File: src/rtl/led_cube_anim_sequencer.sv
// Animation sequencer above the LED cube frame driver: frame pacing, ROM addressing,
// loop-mode auto-advance and a double-buffered stream frame store. Option: BRIGHTNESS_PWM_EN.
module led_cube_anim_sequencer #(
    parameter int FRAME_TICKS     = 1500000,
    parameter int FRAMES_PER_ANIM = 150,
    parameter int NUM_ANIM        = 7,
    parameter int LOOPS_PER_ANIM  = 5,
    parameter int BYTES_PER_FRAME = 64,
    localparam int AW = $clog2(BYTES_PER_FRAME),
    localparam int SW = $clog2(NUM_ANIM),
    localparam int FW = $clog2(FRAMES_PER_ANIM),
    localparam int RW = SW + FW + AW
) (
    input  logic          i_clk,
    input  logic          i_rst_n,
    input  logic          i_animate_start,
    input  logic          i_animate_stop,
    input  logic [3:0]    i_mode,
    input  logic [SW-1:0] i_animation_sel,
    input  logic [3:0]    i_brightness,
    input  logic [AW-1:0] i_frame_byte_addr,
    input  logic          i_frame_done,
    output logic [RW-1:0] o_rom_addr,
    input  logic [7:0]    i_rom_data,
    input  logic          i_stream_wr,
    input  logic [7:0]    i_stream_data,
    output logic          o_stream_ready,
    output logic          o_frame_start,
    output logic [7:0]    o_data_to_latch,
    output logic          o_led_enable,
    output logic [SW-1:0] o_anim_idx
);

    // state   | meaning
    // IDLE    | waiting for animate_start
    // START   | one-cycle frame_start pulse, mode latched
    // DRIVE   | frame displayed for FRAME_TICKS cycles
    // ADVANCE | step frame/loop/animation, swap stream buffers
    typedef enum logic [1:0] {S_IDLE, S_START, S_DRIVE, S_ADVANCE} state_t;

    localparam int TW = $clog2(FRAME_TICKS);
    localparam int LW = (LOOPS_PER_ANIM > 1) ? $clog2(LOOPS_PER_ANIM) : 1;

    state_t          r_state;
    state_t          w_state_nxt;
    logic [TW-1:0]   r_timer;
    logic [FW-1:0]   r_frame_idx;
    logic [LW-1:0]   r_loop_cnt;
    logic [SW-1:0]   r_anim_idx;
    logic [3:0]      r_mode_q;
    logic [7:0]      r_done_cnt;
    logic [AW-1:0]   r_wr_ptr;
    logic            r_back_full;
    logic            r_front;
    logic [7:0]      r_buf [2][BYTES_PER_FRAME];

    logic            w_timer_last;
    logic            w_frame_wrap;
    logic            w_wr_en;
    logic            w_sel_ok;
    logic [SW-1:0]   w_anim_field;
    logic            w_unused;

    assign w_timer_last = (r_timer == TW'(FRAME_TICKS - 1));
    assign w_frame_wrap = (r_frame_idx == FW'(FRAMES_PER_ANIM - 1));
    assign w_wr_en      = i_stream_wr & ~r_back_full;
    assign w_sel_ok     = (int'(i_animation_sel) < NUM_ANIM);

    always_ff @(posedge i_clk or negedge i_rst_n) begin
        if (!i_rst_n) r_state <= S_IDLE;
        else          r_state <= w_state_nxt;
    end

    always_comb begin
        w_state_nxt = r_state;
        case (r_state)
            S_IDLE:    if (i_animate_start) w_state_nxt = S_START;
            S_START:   w_state_nxt = S_DRIVE;
            S_DRIVE:   if (w_timer_last) w_state_nxt = S_ADVANCE;
            S_ADVANCE: w_state_nxt = S_START;
            default:   w_state_nxt = S_IDLE;
        endcase
        if (i_animate_stop) w_state_nxt = S_IDLE;
    end

    // mode is captured on entry to START so the pulse cycle already addresses the new mode
    always_ff @(posedge i_clk or negedge i_rst_n) begin
        if (!i_rst_n) begin
            r_timer     <= '0;
            r_frame_idx <= '0;
            r_loop_cnt  <= '0;
            r_anim_idx  <= '0;
            r_mode_q    <= '0;
        end else if (i_animate_stop) begin
            r_timer     <= '0;
            r_frame_idx <= '0;
            r_loop_cnt  <= '0;
        end else begin
            if (w_state_nxt == S_START) r_mode_q <= i_mode;
            case (r_state)
                S_START: r_timer <= '0;
                S_DRIVE: r_timer <= w_timer_last ? '0 : r_timer + TW'(1);
                S_ADVANCE: begin
                    r_frame_idx <= w_frame_wrap ? '0 : r_frame_idx + FW'(1);
                    if (r_mode_q != 4'h1) begin
                        r_loop_cnt <= '0;
                    end else if (w_frame_wrap) begin
                        if (r_loop_cnt == LW'(LOOPS_PER_ANIM - 1)) begin
                            r_loop_cnt <= '0;
                            r_anim_idx <= (r_anim_idx == SW'(NUM_ANIM - 1)) ? '0
                                                                           : r_anim_idx + SW'(1);
                        end else begin
                            r_loop_cnt <= r_loop_cnt + LW'(1);
                        end
                    end
                end
                default: ;
            endcase
        end
    end

    always_ff @(posedge i_clk or negedge i_rst_n) begin
        if (!i_rst_n)                r_done_cnt <= '0;
        else if (r_state == S_START) r_done_cnt <= '0;
        else if (i_frame_done)       r_done_cnt <= r_done_cnt + 8'd1;
    end

    // write and swap never coincide: writes need !back_full, the swap needs back_full
    always_ff @(posedge i_clk or negedge i_rst_n) begin
        if (!i_rst_n) begin
            r_wr_ptr    <= '0;
            r_back_full <= 1'b0;
            r_front     <= 1'b0;
        end else begin
            if (w_wr_en) begin
                r_wr_ptr <= r_wr_ptr + AW'(1);
                if (r_wr_ptr == AW'(BYTES_PER_FRAME - 1)) r_back_full <= 1'b1;
            end
            if (r_state == S_ADVANCE && r_back_full) begin
                r_front     <= ~r_front;
                r_back_full <= 1'b0;
            end
        end
    end

    always_ff @(posedge i_clk) begin
        if (w_wr_en) r_buf[~r_front][r_wr_ptr] <= i_stream_data;
    end

    assign w_anim_field = (r_mode_q == 4'h2) ? i_animation_sel : r_anim_idx;
    assign o_rom_addr   = {w_anim_field, r_frame_idx, i_frame_byte_addr};

    always_comb begin
        o_data_to_latch = 8'h00;
        case (r_mode_q)
            4'h1:    o_data_to_latch = i_rom_data;
            4'h2:    o_data_to_latch = w_sel_ok ? i_rom_data : 8'h00;
            4'h3:    o_data_to_latch = r_buf[r_front][i_frame_byte_addr];
            4'hF:    o_data_to_latch = 8'hFF;
            default: o_data_to_latch = 8'h00;
        endcase
    end

    assign o_frame_start  = (r_state == S_START);
    assign o_stream_ready = ~r_back_full;
    assign o_anim_idx     = r_anim_idx;

`ifdef BRIGHTNESS_PWM_EN
    logic [3:0] r_pwm_cnt;
    logic       r_led_enable;

    always_ff @(posedge i_clk or negedge i_rst_n) begin
        if (!i_rst_n) begin
            r_pwm_cnt    <= '0;
            r_led_enable <= 1'b0;
        end else begin
            r_pwm_cnt    <= (r_pwm_cnt == 4'd14) ? 4'd0 : r_pwm_cnt + 4'd1;
            r_led_enable <= (r_pwm_cnt < i_brightness);
        end
    end

    assign o_led_enable = r_led_enable;
    assign w_unused     = ^r_done_cnt;
`else
    assign o_led_enable = 1'b1;
    assign w_unused     = ^{r_done_cnt, i_brightness};
`endif

endmodule

File: config.mk
export PLATFORM = sky130hd
export DESIGN_NAME = led_cube_anim_sequencer
export DESIGN_NICKNAME = d
export VERILOG_FILES = /design/src/rtl/led_cube_anim_sequencer.sv
export SDC_FILE = /design/constraint.sdc
export NUM_CORES = 1
export LEC_CHECK = 0
export CORE_MARGIN = 4
export CORE_UTILIZATION = 45
export DETAILED_ROUTE_END_ITERATION = 7
export GPL_TIMING_DRIVEN = 0
export PLACE_DENSITY = 0.68
export SETUP_SLACK_MARGIN = 0.2
export SYNTH_ARGS = -nofsm -noshare
export SYNTH_HDL_FRONTEND = slang
export SYNTH_SLANG_ARGS = --single-unit
File: constraint.sdc
create_clock -name i_clk -period 5.5 [get_ports i_clk]
set_clock_uncertainty 0.1 [all_clocks]
set_input_delay 1.375 -clock i_clk [delete_from_list [all_inputs] [get_ports i_clk]]
set_output_delay 1.375 -clock i_clk [all_outputs]
set_load 0.03 [all_outputs]
==> impl_metrics.json <==
{
  "setup_ws_ps": 96.6,
  "ctsLongestPathBuffers": 3,
  "crit_path_max_fo": 7,
  "synth_enable_flop_cells": 1024,
  "arrival_ps": 3930,
  "max_freq_ghz": 0.185,
  "clkSinkCount": 1073,
  "cts-buffers-inserted": 104,
  "netlist_top_cells_area": "edfxtp_1 (72%), mux4_2 (12%), mux2i_1 (3.0%)",
  "critical_path.startpoint_type": "input pin",
  "final_hold_viol_count": 0,
  "final-instance-count-excl-fill": 3751,
  "detailroute.via_count": 23200,
  "post_synth_instance_area_mm2": 0.0426,
  "fin_hold_ws_ps": 381,
  "place_ws_ps": -3040,
  "post_synth_adder_cell_area": 0.00294,
  "final_antenna_net_count": 0,
  "finalCritPeriodShare": 0.982,
  "tritoncts_clock_tree": "built",
  "post_drt_via_cell_ratio": 6.19,
  "netlist_instances": 2191,
  "clk_transition_reported_paths_ps": 60,
  "vdd.ir_drop.worst_mv": 0.280,
  "grt_pass1_vias": 22900,
  "synth_mux_area_frac": 0.152,
  "floorplan.rows": 112,
  "post-synth-top-area-cell": "edfxtp_1",
  "die-area_mm2": 0.0997,
  "area_share_of_and_or_nand_nor_cells_after_synthesis": 0.0404,
  "grt_max_degree": 105,
  "fin_nets": 2461,
  "cellPowerDensity_mw_per_mm2": 408,
  "drt_iter0_markers": 3207,
  "chipWidth_um": 316,
  "post-dp-hpwl_mm": 75.5,
  "final_period_minus_worst_setup_slack_ps": 5400,
  "main_combinational_cell_family_by_area_after_synthesis": "multiplexers",
  "fin_area_mm2": 0.0500,
  "gp_routability_congestion": 0.947,
  "slew_of_the_pin_with_the_lowest_slew_margin_ps": 1220,
  "synth_xor_xnor_area_share": 0.00391,
  "clk-insertion-delay-late_ps": 700,
  "outcome": "finished with violations",
  "start_to_end_type_of_the_worst_setup_path": "input pin to primary output",
  "cts_hold_buffers": 0,
  "coreArea_mm2": 0.0936,
  "critical_path_endpoint_category": "primary output",
  "wl_mm": 114,
  "synth_sequential_area_ratio": 0.750,
  "synth_top_area_frac": 0.722,
  "timing_max_transition_violations_final": 0,
  "synthesis.area_per_instance_um2": 19.4,
  "final.fill_count": 7208,
  "io_pins": 70,
  "drive_gt1_frac": 0.254,
  "slew_headroom": 0.184,
  "cap_violations": 0,
  "grt.overflow.total": 0,
  "worstPathRequired_ps": 4030,
  "synth-async-reset-ratio": 0.0457,
  "dpl-instance-area_mm2": 0.0450,
  "ff_latch_area_mm2": 0.0320,
  "gr-usage-all-layers": 0.229,
  "drc": 12,
  "number_of_warnings_reported_in_the_yosys_synthesis_log": 0,
  "leakage_nw": 16.2,
  "multi_input_comb_area_mm2": 0.0103,
  "area_growth_syn_to_layout_pct": 17.4,
  "io_buffers": 60,
  "die_y_um": 316,
  "synth-compound-area-share": 0.0339,
  "post-place-cells": 3517,
  "synth_ff_type": "edfxtp_1",
  "final.setup.tns_ps": 0,
  "detailedRoute.firstPassIterationCount": 8,
  "holdCritPathClass": "flip-flop to flip-flop",
  "route.detailed.wl_per_inst_um": 30.3,
  "antenna_found_initial": 4,
  "synth.ff_latch_count": 1073,
  "unrepaired_setup_endpoints_after_global_routing": "yes",
  "floorplan.initialDensity": 0.455,
  "synth.lib_cells_used.distinct": 59,
  "violated_checks": "design-rule violations",
  "setup_violations": 0,
  "clockRootBuffer": "clkbuf_16",
  "cts_htree_levels": 3,
  "synthesis.nets": 2240,
  "first_pass_grt_wire_length_mm": 163
}
==> metrics by stage <==
| stage | power, mW | utilization |
|---|---|---|
| 2_1_floorplan | 11.6 | - |
| 3_3_place_gp | 13.0 | 0.478 |
| 3_5_place_dp | 13.0 | 0.481 |
| 4_1_cts | 20.4 | 0.532 |
| 5_1_grt | 21.0 | 0.535 |
| 6_report | 20.4 | 0.535 |
==> cell usage after synthesis, types with 8 or more instances <==
cell type and count:
xor2_1 12, mux2_2 9, buf_1 14, dfrtp_1 49, buf_4 23, mux2i_1 129, edfxtp_1 1024, inv_1 25
clkbuf_1 47, a22oi_1 74, nand3_1 40, nor3_1 11, nand2_1 58, mux4_2 223, nor2_1 166, nor2b_1 20
o211ai_1 8, ha_1 10, a22o_1 9, nand4_1 13, a21oi_1 36, and3_1 8, a211oi_1 11, o21ai_0 33
buf_2 38
==> registers in the layout, indices dropped and copies added, names as in the netlist <==
name	flops
o_anim_idx	3
r_back_full	1
r_buf	1024
r_frame_idx	8
r_front	1
r_loop_cnt	3
r_mode_q	4
r_state	2
r_timer	21
r_wr_ptr	6
==> final timing paths <==
kind | cells past startpoint | slack [ps] | to | from
max in group asynchronous | 2 | 4230 | r_loop_cnt[0] | i_rst_n
worst min-delay path | 1 | 380 | r_loop_cnt[2] | r_loop_cnt[2]
min in group asynchronous | 1 | 530 | r_timer[2] | i_rst_n
worst min register to register | 1 | 380 | r_loop_cnt[2] | r_loop_cnt[2]
worst max-delay path | 12 | 100 | o_data_to_latch[5] | i_frame_byte_addr[0]
worst max register to register | 9 | 1320 | r_buf[0][89] | r_front
==> what timing repair did <==
action | in CTS | in global routing
setup buffers | 28 | 14
gates resized for setup | 391 | 39
gates cloned | 1 | 0
pin swaps | 28 | 22
endpoints found under the setup margin | 8 | 8
hold endpoints to repair | 0 | 0
==> routing by layer <==
metal	part of all wire	GRT usage	up-vias
met2	0.46	0.353	1462
met1	0.38	0.317	12000
li1	-	-	9385
met5	0.000062	0	-
met3	0.12	0.0577	318
met4	0.044	0.0878	2
==> power by group <==
part,internal (mW),switching (mW),total [mW]
Combinational,1.68,2.41,4.10
Sequential,9.14,0.0906,9.24
Clock,4.04,3.07,7.10
Total,14.9,5.57,20.4
==> cells by family after synthesis <==
logic type               after synthesis
AO/OA/AOI/OAI                        209
XOR/XNOR                              19
adder cells (fa/ha/maj)               10
buffers and inverters                148
flip-flops                          1073
multiplexers                         365
other                                  1
AND/OR/NAND/NOR                      366
==> cell type report <==
cell class              count  share of cell area
repair buffers            115              0.0244
flip-flops and latches   1073               0.639
plain buffers             123              0.0292
clock buffers             130              0.0544
multi-input cells         970               0.207
inverters                  25             0.00188
clock inverters            60              0.0131
diodes                      1           0.0000500
well taps                1254              0.0314
==> cells in the final DEF (no fill, tap or decap), types with 19 or more instances in the layout <==
| master | n |
|---|---|
| a22oi_1 | 60 |
| buf_12 | 26 |
| buf_16 | 19 |
| buf_4 | 68 |
| buf_6 | 19 |
| clkbuf_1 | 47 |
| clkbuf_16 | 108 |
| clkdlybuf4s50_1 | 40 |
| clkinv_1 | 22 |
| dfrtp_1 | 48 |
| edfxtp_1 | 1024 |
| inv_1 | 25 |
| mux2i_1 | 120 |
| mux4_2 | 223 |
| nand2_1 | 58 |
| nand3_1 | 39 |
| nor2_1 | 164 |
| o21ai_0 | 26 |
==> critical path, stage by stage <==
cell and delay (ps):
clkbuf_16 110, buf_16 150, buf_16 130, buf_4 160
buf_12 120, mux4_2 500, mux2_4 320, o21ai_1 170
a211oi_1 90, nor3_2 390, o21ai_2 180, buf_6 180
No activity file was read; power rests on OpenSTA's default activity.
